$ cat src/rtl/proc_defs.sv
// Shared processor definitions used by all pipeline stages.
// Contents: datapath width, opcode and instruction-type encodings,
// EX-stage FSM states, the EX/MEM payload struct and a branch-redirect helper.
package proc_defs;

  localparam int unsigned XLEN = 32;
  localparam int unsigned OP_W = 6;
  localparam int unsigned TY_W = 3;

  // Opcodes (instruction bits [31:26])
  localparam logic [OP_W-1:0] ADD   = 6'b000000;
  localparam logic [OP_W-1:0] SUB   = 6'b000001;
  localparam logic [OP_W-1:0] AND   = 6'b000010;
  localparam logic [OP_W-1:0] OR    = 6'b000011;
  localparam logic [OP_W-1:0] SLT   = 6'b000100;
  localparam logic [OP_W-1:0] MUL   = 6'b000101;
  localparam logic [OP_W-1:0] LW    = 6'b001000;
  localparam logic [OP_W-1:0] SW    = 6'b001001;
  localparam logic [OP_W-1:0] ADDI  = 6'b001010;
  localparam logic [OP_W-1:0] SUBI  = 6'b001011;
  localparam logic [OP_W-1:0] SLTI  = 6'b001100;
  localparam logic [OP_W-1:0] BNEQZ = 6'b001101;
  localparam logic [OP_W-1:0] BEQZ  = 6'b001110;
  localparam logic [OP_W-1:0] HLT   = 6'b111111;

  // Instruction type codes
  localparam logic [TY_W-1:0] RR_ALU = 3'd0;
  localparam logic [TY_W-1:0] RM_ALU = 3'd1;
  localparam logic [TY_W-1:0] LOAD   = 3'd2;
  localparam logic [TY_W-1:0] STORE  = 3'd3;
  localparam logic [TY_W-1:0] BRANCH = 3'd4;
  localparam logic [TY_W-1:0] HALT   = 3'd5;

  typedef enum logic [1:0] {
    S_IDLE = 2'd0,
    S_RUN  = 2'd1,
    S_DONE = 2'd2
  } ex_state_t;

  // EX/MEM pipeline register payload
  typedef struct packed {
    logic            valid;
    logic [XLEN-1:0] ir;
    logic [TY_W-1:0] itype;
    logic [XLEN-1:0] aluout;
    logic [XLEN-1:0] b;
    logic            cond;
  } ex_mem_t;

  // A branch redirects IF when BEQZ sees zero or BNEQZ sees non-zero
  function automatic logic is_redirect(input logic [OP_W-1:0] op, input logic cond);
    return ((op == BEQZ) && cond) || ((op == BNEQZ) && !cond);
  endfunction

endpackage

$ cat src/rtl/iter_mul.sv
// Iterative shift-add multiplier, one multiplier bit per clock.
// Ports: clk1/reset (async active-high); start loads a (multiplicand) and
// b (multiplier); busy is high while iterating; last_c flags the final
// iteration edge; done is high once the product is complete (until next start);
// product holds the low XLEN bits of a*b.
module iter_mul
  import proc_defs::*;
#(
  parameter int unsigned MUL_BITS = 32
) (
  input  logic            clk1,
  input  logic            reset,
  input  logic            start,
  input  logic [XLEN-1:0] a,
  input  logic [XLEN-1:0] b,
  output logic            busy,
  output logic            done,
  output logic            last_c,
  output logic [XLEN-1:0] product
);

  localparam int unsigned CW = $clog2(MUL_BITS + 1);

  logic [XLEN-1:0] mcand;
  logic [XLEN-1:0] mplier;
  logic [XLEN-1:0] acc;
  logic [CW-1:0]   cnt;

  // Iteration about to bring cnt up to MUL_BITS
  assign last_c  = busy && (cnt == CW'(MUL_BITS - 1));
  assign product = acc;

  // Shift-add datapath and iteration counter
  always_ff @(posedge clk1 or posedge reset) begin
    if (reset) begin
      mcand  <= '0;
      mplier <= '0;
      acc    <= '0;
      cnt    <= '0;
      busy   <= 1'b0;
      done   <= 1'b0;
    end else if (start) begin
      mcand  <= a;
      mplier <= b;
      acc    <= '0;
      cnt    <= '0;
      busy   <= 1'b1;
      done   <= 1'b0;
    end else if (busy) begin
      acc    <= acc + (mplier[0] ? mcand : '0);
      mcand  <= mcand << 1;
      mplier <= mplier >> 1;
      cnt    <= cnt + CW'(1);
      if (last_c) begin
        busy <= 1'b0;
        done <= 1'b1;
      end
    end
  end

endmodule

$ cat src/rtl/ex_stage.sv
// Execute stage of the 5-stage pipeline: ALU, effective address, branch
// target/resolution, and an iterative MUL that stalls ID while running.
// Ports: clk1/reset (async active-high); id_ex_* instruction from ID;
// ex_ready accepts id_ex; mem_ready backpressure from MEM; ex_mem_* EX/MEM
// register; branch_taken redirect to IF; sticky halted and illegal flags.
module ex_stage
  import proc_defs::*;
#(
  parameter int unsigned MUL_BITS = 32
) (
  input  logic            clk1,
  input  logic            reset,
  input  logic            id_ex_valid,
  input  logic [XLEN-1:0] id_ex_ir,
  input  logic [XLEN-1:0] id_ex_npc,
  input  logic [XLEN-1:0] id_ex_a,
  input  logic [XLEN-1:0] id_ex_b,
  input  logic [XLEN-1:0] id_ex_imm,
  input  logic [TY_W-1:0] id_ex_type,
  output logic            ex_ready,
  input  logic            mem_ready,
  output logic            ex_mem_valid,
  output logic [XLEN-1:0] ex_mem_ir,
  output logic [TY_W-1:0] ex_mem_type,
  output logic [XLEN-1:0] ex_mem_aluout,
  output logic [XLEN-1:0] ex_mem_b,
  output logic            ex_mem_cond,
  output logic            branch_taken,
  output logic            halted,
  output logic            illegal
);

  ex_state_t       state;
  ex_mem_t         em;
  logic [XLEN-1:0] mul_ir;
  logic [XLEN-1:0] mul_b;
  logic [TY_W-1:0] mul_type;

  logic [OP_W-1:0] op;
  logic            adv;
  logic            accept;
  logic            take;
  logic [XLEN-1:0] res;
  logic            cond_c;
  logic            legal_c;
  logic            is_mul_c;
  logic            is_hlt_c;

  logic            mul_start;
  logic            mul_busy;
  logic            mul_done;
  logic            mul_last_c;
  logic [XLEN-1:0] mul_prod;

  assign op       = id_ex_ir[XLEN-1 -: OP_W];
  assign adv      = !em.valid || mem_ready;
  assign ex_ready = (state == S_IDLE) && adv && !halted;
  assign accept   = id_ex_valid && ex_ready;
  // Wrong-path instruction behind a taken branch is dropped entirely
  assign take      = accept && !branch_taken;
  assign mul_start = take && is_mul_c;

  assign ex_mem_valid  = em.valid;
  assign ex_mem_ir     = em.ir;
  assign ex_mem_type   = em.itype;
  assign ex_mem_aluout = em.aluout;
  assign ex_mem_b      = em.b;
  assign ex_mem_cond   = em.cond;

  // Single-cycle result and opcode decode
  always_comb begin
    res      = '0;
    cond_c   = 1'b0;
    legal_c  = 1'b1;
    is_mul_c = 1'b0;
    is_hlt_c = 1'b0;
    case (op)
      ADD:   res = id_ex_a + id_ex_b;
      SUB:   res = id_ex_a - id_ex_b;
      AND:   res = id_ex_a & id_ex_b;
      OR:    res = id_ex_a | id_ex_b;
      SLT:   res = XLEN'($signed(id_ex_a) < $signed(id_ex_b));
      ADDI:  res = id_ex_a + id_ex_imm;
      SUBI:  res = id_ex_a - id_ex_imm;
      SLTI:  res = XLEN'($signed(id_ex_a) < $signed(id_ex_imm));
      LW,
      SW:    res = id_ex_a + id_ex_imm;
      BEQZ,
      BNEQZ: begin
        res    = id_ex_npc + id_ex_imm;
        cond_c = (id_ex_a == '0);
      end
      MUL:   is_mul_c = 1'b1;
      HLT:   is_hlt_c = 1'b1;
      default: legal_c = 1'b0;
    endcase
  end

  // MUL control FSM, EX/MEM register and sticky status
  always_ff @(posedge clk1 or posedge reset) begin
    if (reset) begin
      state        <= S_IDLE;
      em           <= '0;
      branch_taken <= 1'b0;
      halted       <= 1'b0;
      illegal      <= 1'b0;
      mul_ir       <= '0;
      mul_b        <= '0;
      mul_type     <= '0;
    end else begin
      case (state)
        S_IDLE:  if (mul_start) state <= S_RUN;
        S_RUN:   if (mul_busy && mul_last_c) state <= S_DONE;
        S_DONE:  if (adv && mul_done) state <= S_IDLE;
        default: state <= S_IDLE;
      endcase

      if (adv) begin
        if ((state == S_DONE) && mul_done) begin
          em <= '{valid: 1'b1, ir: mul_ir, itype: mul_type,
                  aluout: mul_prod, b: mul_b, cond: 1'b0};
          branch_taken <= 1'b0;
        end else if (take && legal_c && !is_mul_c) begin
          em <= '{valid: 1'b1, ir: id_ex_ir, itype: id_ex_type,
                  aluout: res, b: id_ex_b, cond: cond_c};
          branch_taken <= is_redirect(op, cond_c);
        end else begin
          em.valid     <= 1'b0;
          branch_taken <= 1'b0;
        end
      end

      if (take && is_hlt_c) halted  <= 1'b1;
      if (take && !legal_c) illegal <= 1'b1;

      // Keep the MUL's identity for its eventual EX/MEM write
      if (mul_start) begin
        mul_ir   <= id_ex_ir;
        mul_b    <= id_ex_b;
        mul_type <= id_ex_type;
      end
    end
  end

  iter_mul #(
    .MUL_BITS(MUL_BITS)
  ) u_mul (
    .clk1    (clk1),
    .reset   (reset),
    .start   (mul_start),
    .a       (id_ex_a),
    .b       (id_ex_b),
    .busy    (mul_busy),
    .done    (mul_done),
    .last_c  (mul_last_c),
    .product (mul_prod)
  );

endmodule
$ cat config.mk
export PLATFORM = sky130hd
export DESIGN_NAME = ex_stage
export DESIGN_NICKNAME = d
export VERILOG_FILES = /design/src/rtl/proc_defs.sv /design/src/rtl/iter_mul.sv /design/src/rtl/ex_stage.sv
export SDC_FILE = /design/constraint.sdc
export NUM_CORES = 1
export LEC_CHECK = 0
export CORE_ASPECT_RATIO = 0.6
export CORE_MARGIN = 4
export CORE_UTILIZATION = 60
export DETAILED_ROUTE_END_ITERATION = 6
export PLACE_DENSITY = 0.83
export SYNTH_ARGS = -nofsm -noshare
export SYNTH_HDL_FRONTEND = slang
export SYNTH_SLANG_ARGS = --single-unit
$ cat constraint.sdc
create_clock -name clk1 -period 24.9 [get_ports clk1]
set_clock_uncertainty 0.15 [all_clocks]
set_input_delay 2.49 -clock clk1 [delete_from_list [all_inputs] [get_ports clk1]]
set_output_delay 2.49 -clock clk1 [all_outputs]
set_load 0.05 [all_outputs]
### Word level (Yosys, flattened, before mapping)

Cells that the tools add are included.

* add/sub/neg operators: 7
* magnitude comparators: 2
* equal/unequal tests: 19
* muxes and demuxes: 29
* bitwise operators: 2
* reduce and logical (&&, ||, !) cells: 35

Operators with widths (number)
* 32-bit one-hot mux with 9 select lines: 1
* 32-bit two-way mux: 7
* 32-bit adder: 4
* 101-bit two-way mux: 1
* 100-bit two-way mux: 1
* 32-bit less-than comparator: 2
* 32-bit subtractor: 2
* 6-bit by 4-bit equality test with 1-bit output (second input constant): 7
* 32-bit AND: 1
* 32-bit logical NOT: 1
* 32-bit OR: 1
* 1-bit logical AND: 15
* 14-bit OR reduction: 1
* 1-bit two-way mux: 13
* 6-bit by 2-bit equality test with 1-bit output (second input constant): 2
* 6-bit by 3-bit equality test with 1-bit output (second input constant): 2
* 6-bit two-way mux: 2
* 6-bit by 1-bit adder with 6-bit output (second input constant): 1
* 6-bit by 1-bit equality test with 1-bit output (second input constant): 1
* 6-bit by 5-bit equality test with 1-bit output (second input constant): 1
* 6-bit equality test (second input constant): 1
* 1-bit logical NOT: 6
* 6-bit logical NOT: 1
* 2-bit two-way mux: 3
* 11 further kinds: 17

* register bits: 277
* bits of input ports: 167
* output and inout port bits: 105
* word-level logic and storage cells: 113

### Logic depth before layout (Yosys ltp)

Gate-level depths: netlist (run 1).

* word-level depth: 10
* mapped depth: 20
* depth with buffers taken out: 19

### Hierarchy

A second synthesis (run 1) with hierarchy kept.

* cells, all modules: 2732
* area total of the unflattened synthesis: 22195.0 um^2

By module, submodules not included
* ex_stage: instances 1, cells each 2053, area an instance 15931.5 um^2, seq. area each 4329.2 um^2
* iter_mul: instances 1, cells each 679, area an instance 6263.5 um^2, seq. area each 2602.5 um^2

### Worst setup path after synthesis (run 1)

OpenSTA, ideal clock, no wires.

* path type: input to output
* start point: input port mem_ready
* end point: output port ex_ready
* arrival time: 4.098 ns
* data required time: 22.260 ns
* setup slack: 18.162 ns
* cell stages on the path: 2
* path buffers: 0
* path through: nor2b_1 nor4_1

* longest elaborated chain between the ends: 3

Ends and longest elaborated chain
* start, declared: RTL line ex_stage.sv:21 `input logic mem_ready,`
* 1-bit logical OR: RTL line ex_stage.sv:56 `assign adv = !em.valid || mem_ready;`
* 1-bit logical AND (2 in series): RTL line ex_stage.sv:57 `assign ex_ready = (state == S_IDLE) && adv && !halted;`
* end, declared: RTL line ex_stage.sv:20 `output logic ex_ready,`

No other way between the ends.

### Worst setup path after layout (run 1)

* start point: input port id_ex_ir[27]
* end point: register em, in the netlist ex_mem_aluout[28]

* longest elaborated chain between the ends: 7
* elaborated cells on any way between the ends: 27
* those cells by class: 13 x eq/ne; 5 x mux; 9 x reduce/logical

Ends and longest elaborated chain
* start, declared: RTL line ex_stage.sv:14 `input logic [XLEN-1:0] id_ex_ir,`
* 6-bit by 4-bit equality test with 1-bit output, or another cell as far along: RTL line ex_stage.sv:77 `case (op)`
* 14-bit OR reduction (no line)
* 1-bit two-way mux: RTL line ex_stage.sv:77
* 1-bit logical AND (2 in series): RTL line ex_stage.sv:123 `end else if (take && legal_c && !is_mul_c) begin`
* 2-bit nonzero test (no line)
* 2-bit AND reduction (no line)
* end signal, assigned: RTL line ex_stage.sv:120 `em <= '{valid: 1'b1, ir: mul_ir, itype: mul_type,`
* end signal, assigned: RTL line ex_stage.sv:124 `em <= '{valid: 1'b1, ir: id_ex_ir, itype: id_ex_type,`
* end, declared: RTL line ex_stage.sv:34 `ex_mem_t em;`

Several ways; a longest one is shown, not always the timed one. The select of a mux whose other input is x is not followed.
A chain may end at the register's enable or synchronous reset.

==> flow_summary.yaml, run 1 <==
route:
  wl_met1_mm: 35.7
  wl_met3_mm: 14.4
  via_per_inst: 6.68
  dr.pass1.iters: 7
  drt-wirelength-per-cell_um: 25.6
  drtIter0Drc: 3652
  drc: 0
  wl_met2_mm: 34.3
  drtAntennaViolNets: 0
  highest_layer: "met5"
  wl_mm: 87.6
  vias: 22900
final_layout:
  post_route_cells_drive_above_1_share: 0.0341
  layout_commonest_cell: "nand2_1"
  synthToLayoutAreaGrowth_pct: 18.1
  multiInputGateArea_um2: 13800
  fillerInstances: 2587
  seqCellArea_um2: 6940
  final_cell_mix: "nand2_1, dfrtp_1, clkdlybuf4s50_1, nor2_1, a21oi_1"
  fin_nets: 3308
  final_area_um2: 25700
  antenna_cells: 0
timing:
  maxSlewViolCount: 0
  fmax_mhz: 125
  timing.final.ws_setup_ns: 16.87
  slew_headroom: 0.152
  worstMarginPinSlew_ns: 1.27
  rsz0062_at_grt: "no"
  fin_crit_sh: 0.322
  finalSetupViolations: 0
  final_hold_viol_count: 0
  min_period_ns: 8.03
  tns_ns: 0
critical_path:
  reg2reg_depth: 15
  r2r-start: "u_mul.mplier[0]"
  worstSetupEndpointType: "register"
  cp_max_fo: 63
  cpPeakStageDelay_ns: 0.95
  path_buf_inv: 2
  worstPathRequired_ns: 25.18
  path_cells: "clkdlybuf4s50_1, nand2b_1, a21bo_2, inv_2, o21ai_0, ha_1, fa_1, a21o_1, a221o_1, a211o_1, a211oi_1, o41ai_1, a31oi_1, a21oi_1, xor2_1, a22o_1, o21ai_1, a21oi_1"
  path_delay_family: "compound AO/OA/AOI/OAI gates"
  ff2ff_setup_slack_ns: 20.09
  r2r-end: "u_mul.product[26]"
  cp_slowest_cell: "clkdlybuf4s50_1"
  cp-start-kind: "input pin"
  crit_top_cell: "a21oi_1"
  crit_type: "input pin to register"
  arrival_ns: 8.30
yosys:
  ys_seq_elements: 277
  syn_area_per_cell_um2: 7.89
  syn-num-nets: 3125
  synthCells: 2755
  synth_ff_type: "dfrtp_1"
  synth_xor_xnor_area_share: 0.0427
  synth-compound-area-share: 0.239
  ys_types: 77
  synth_area_um2: 21700
  synth_edf_count: 0
  synth_top_area_cell: "dfrtp_1"
  ys_seq_area_frac: 0.319
  yosysWarningCount: 0
  synth_top_area_share: 0.319
  synthAdderAreaFrac: 0.119
  async_flop_share: 1.00
  synth_area_leaders: "dfrtp_1, ha_1, nand2_1"
  synth_top_family_by_area: "compound AO/OA/AOI/OAI gates"
  synthSimpleGateAreaFrac: 0.187
  synth.area.mux_share: 0.0425
placement:
  portBuffers: 271
  dpl_cell_area_um2: 24700
  hpwlAfterDp_mm: 65.9
  place.gp.congestion: 1.05
  pre_cts_ws_ns: 16.33
clock_tree:
  clk_pin_slew_worst_paths_ns: 0.07
  cts_resized: 0
  cts_tree: "built"
  post_cts_buffers: 0
  cts-buffers-inserted: 27
  clkSinkCount: 277
  clockBufferDepth: 3
  htree_levels: 1
  clk_latency_ns: 0.58
  holdBufCountCts: 0
  cts-root-buf: "clkbuf_16"
global_route:
  globalRouteTotalUtil: 0.433
  grt_pass1_vias: 21800
  antenna_found_initial: 1
  grt_overflow_total: 0
  grt_start_max_net_pins: 153
  grt_pass1_wl_mm: 132
floorplanning:
  core_um2: 35300
  dieArea_um2: 39400
  start_util: 0.615
  die_w_um: 254
  io_pins: 272
  die_y_um: 155
  std_cell_rows: 53
min_path:
  whs_endpoint: "mul_b[13]"
  hold_path_class: "register to register"
  holdPathStages: 2
  hp-start: "mul_b[13]"
power:
  finalPower_mw: 2.25
  power_density_nw_per_um2: 87.7
  peakVddDrop_uv: 66.6
  leakage_nw: 12.0
run_status:
  status: "finished clean"
job:
  drv_cap: 0
-- sequential cells by signal, summed over array words and instances (netlist names), 2 cells and up --
name           flops
ex_mem_type        3
u_mul.mplier      32
u_mul.cnt          6
u_mul.product     32
ex_mem_ir         32
ex_mem_b          32
state              2
mul_type           3
ex_mem_aluout     32
mul_b             32
u_mul.mcand       32
mul_ir            32
-- stage by stage --
stage / hold slack (ns) / std cells / util
after CTS: 0.329 / 3426 / 0.726
after global routing: 0.356 / 3426 / 0.726
final: 0.330 / 3426 / 0.726
after floorplan: 0.285 / 2755 / -
after detailed placement: 0.311 / 3376 / 0.700
after global placement: 0.298 / 3376 / 0.700
-- kinds of logic (layout without fill, tap and decap cells) --
logic type | after synthesis | after routing
fa+ha+maj | 203 | 203
compound gates | 822 | 822
xor+xnor | 106 | 106
buf+inv | 294 | 498
simple gates | 962 | 962
flops | 277 | 277
mux | 91 | 91
-- tightest hold or removal path, stage by stage (launching register included) --
cell	delay [ns]
dfrtp_1	0.35
nand2_1	0.05
nand2_1	0.05
-- report_power, final --
group          switching [mW]  internal (mW)  leakage, nW
Combinational           0.686          0.384         8.08
Clock                   0.192          0.240        0.456
Sequential              0.146          0.601         3.49
-- synth_stat cells (all sizes together) (12+ instances only) --
library cell	n
o2111ai	12
o221ai	15
a21oi	220
a21o	56
nor2b	13
o22ai	26
nand2	526
nor2	230
o21ai	206
dfrtp	277
a221o	14
nand2b	22
buf	17
nand3	27
nand4	18
nor3	32
a221oi	21
a31oi	91
nor4	14
and2	42
xnor2	67
a22oi	15
xor2	39
ha	198
o21bai	30
mux2i	90
clkbuf	119
a211oi	24
o21a	17
inv	156
-- cell type report --
cell class | instances | share of cell area
Clock buffer | 40 | 0.0317
Clock inverter | 10 | 0.00419
Tap cell | 467 | 0.0228
Sequential cell | 277 | 0.270
Multi-Input combinational cell | 2184 | 0.536
Inverter | 158 | 0.0234
Timing Repair Buffer | 290 | 0.112
-- metal layers --
metal,track usage,up-vias
met3,0.189,235
met2,0.591,1735
li1,-,10000
met5,0.0224,-
met1,0.621,10900
met4,0.120,4
-- worst max path at each step --
stage,startpoint,to,cells after the start
after floorplan,reset,branch_taken,1
after global routing,id_ex_ir[26],ex_mem_aluout[28],18
after global placement,id_ex_ir[26],ex_mem_aluout[28],18
after detailed placement,id_ex_ir[26],ex_mem_aluout[28],18
final,id_ex_ir[27],ex_mem_aluout[28],18
after CTS,id_ex_ir[26],ex_mem_aluout[28],18
No activity file was read; power rests on OpenSTA's default activity.
==> run 2: changes to the inputs <==
Settings changed: CORE_UTILIZATION 60 to 52, PLACE_DENSITY 0.83 to 0.76.
Clock period 24.9 ns to 6.92 ns, I/O delays scaled along.
==> run 2 against run 1 <==
  * Final area rose by 1.2%
  * Critical endpoint is now ex_mem_aluout[31]
  * Critical path type unchanged
  * First-iteration DRC count fell by 25%
  * Setup slack got worse by 15 ns
  * Worst hold slack got worse by 0.010 ns
  * Sequential share of layout area fell by 0.31 points
  * Largest cell class unchanged
  * Total power rose to 3.6 times the previous value
==> flow_summary.yaml, run 2 (synthesized netlist as in run 1, its figures left out) <==
final_layout:
  antenna_cells: 0
  fin_nets: 3321
  final_cell_mix: "nand2_1, dfrtp_1, clkdlybuf4s50_1, nor2_1, a21oi_1"
  synthToLayoutAreaGrowth_pct: 19.4
  post_route_cells_drive_above_1_share: 0.0394
  finalNonFillerCells: 3533
  layout_commonest_cell: "nand2_1"
global_route:
  grt_pass1_vias: 20900
  globalRouteTotalUtil: 0.380
  grt_overflow_total: 0
  grt_start_max_net_pins: 125
  antenna_found_initial: 0
  grt_pass1_wl_mm: 133
timing:
  maxSlewViolCount: 0
  finalSetupViolations: 0
  rsz0062_at_grt: "no"
  fmax_mhz: 180
  final_hold_viol_count: 0
  worstMarginPinSlew_ns: 1.25
  slew_headroom: 0.163
  tns_ns: 0
  fin_crit_sh: 0.802
  min_period_ns: 5.55
critical_path:
  worstSetupEndpointType: "register"
  worstPathRequired_ns: 7.25
  cp-start-kind: "input pin"
  crit_type: "input pin to register"
  arrival_ns: 5.88
  cp_max_fo: 33
floorplanning:
  die_w_um: 272
  start_util: 0.532
  dieArea_um2: 45300
  io_pins: 272
  core_um2: 40900
  die_y_um: 166
  std_cell_rows: 57
route:
  via_per_inst: 6.36
  drc: 0
  vias: 22500
  drtAntennaViolNets: 0
  dr.pass1.iters: 7
  drt-wirelength-per-cell_um: 25.2
  drtIter0Drc: 2729
  wl_mm: 89.2
clock_tree:
  clk_latency_ns: 0.60
  clk_pin_slew_worst_paths_ns: 0.07
  cts_tree: "built"
  htree_levels: 1
  cts_resized: 0
  post_cts_buffers: 0
  holdBufCountCts: 0
  cts-root-buf: "clkbuf_16"
  cts-buffers-inserted: 28
  clkSinkCount: 277
  clockBufferDepth: 3
power:
  peakVddDrop_uv: 260
  power_density_nw_per_um2: 314
  leakage_nw: 12.1
placement:
  place.gp.congestion: 0.990
  dp_cells: 3481
  portBuffers: 271
  hpwlAfterDp_mm: 68.3
min_path:
  hold_path_class: "register to register"
job:
  drv_cap: 0
run_status:
  status: "finished clean"
-- run 2: worst max-delay path: stages --
cell,delay (ns)
clkdlybuf4s50_1,0.74
and3_1,0.30
a21bo_2,0.26
inv_2,0.24
buf_4,0.28
buf_4,0.32
o21ai_0,0.18
ha_1,0.37
nand4_1,0.13
inv_1,0.05
a221oi_1,0.44
a31o_2,0.27
o31a_1,0.24
o221ai_1,0.18
a21oi_1,0.48
xnor2_1,0.13
a21oi_1,0.19
o221ai_2,0.11
o221a_1,0.24
-- run 2: layer usage --
layer,vias to the layer above,global-route usage,part of all wire,routed length [um]
met5,-,0,0,0
met4,0,0.0707,0.020,1750
met3,113,0.134,0.13,11800
met2,1290,0.513,0.39,34900
met1,11000,0.584,0.46,40700
li1,10100,-,-,-
-- run 2: cell type report --
| cell class | instances | area (um2) |
|---|---|---|
| multi-input cells | 2184 | 13800 |
| flip-flops and latches | 277 | 6940 |
| well taps | 560 | 701 |
| clock inverters | 14 | 196 |
| fillers | 3437 | 14900 |
| inverters | 158 | 597 |
| clock buffers | 38 | 798 |
| repair buffers | 302 | 2970 |
-- run 2: final timing paths --
kind                                     endpoint       startpoint  slack [ns]  depth (start not counted)
worst max-delay path            ex_mem_aluout[31]     id_ex_ir[28]        1.37                         19
worst min-delay path                      illegal          illegal        0.32                          1
worst max register to register  u_mul.product[31]  u_mul.mplier[0]        2.23                         14
worst min register to register            illegal          illegal        0.32                          1
max in group asynchronous       ex_mem_aluout[18]            reset        4.73                          4
min in group asynchronous          u_mul.mcand[8]            reset        0.46                          3
-- run 2: report_power, final --
group	total (mW)	internal, mW	switching, mW
registers	2.69	2.16	0.534
logic	3.79	1.38	2.41
clock network	1.67	0.935	0.735
total	8.16	4.48	3.67
-- run 2: through the flow --
| stage | worst slack, ns | util | hold slack (ns) | cell area (um2) | power, mW |
|---|---|---|---|---|---|
| floorplan | 2.10 | - | 0.285 | 21700 | 5.06 |
| global placement | 1.07 | 0.611 | 0.290 | 25000 | 6.31 |
| detailed placement | 1.01 | 0.611 | 0.308 | 25000 | 6.41 |
| CTS | 1.62 | 0.635 | 0.325 | 26000 | 8.09 |
| global route | 1.07 | 0.635 | 0.339 | 26000 | 8.54 |
| finish | 1.37 | 0.635 | 0.320 | 26000 | 8.16 |
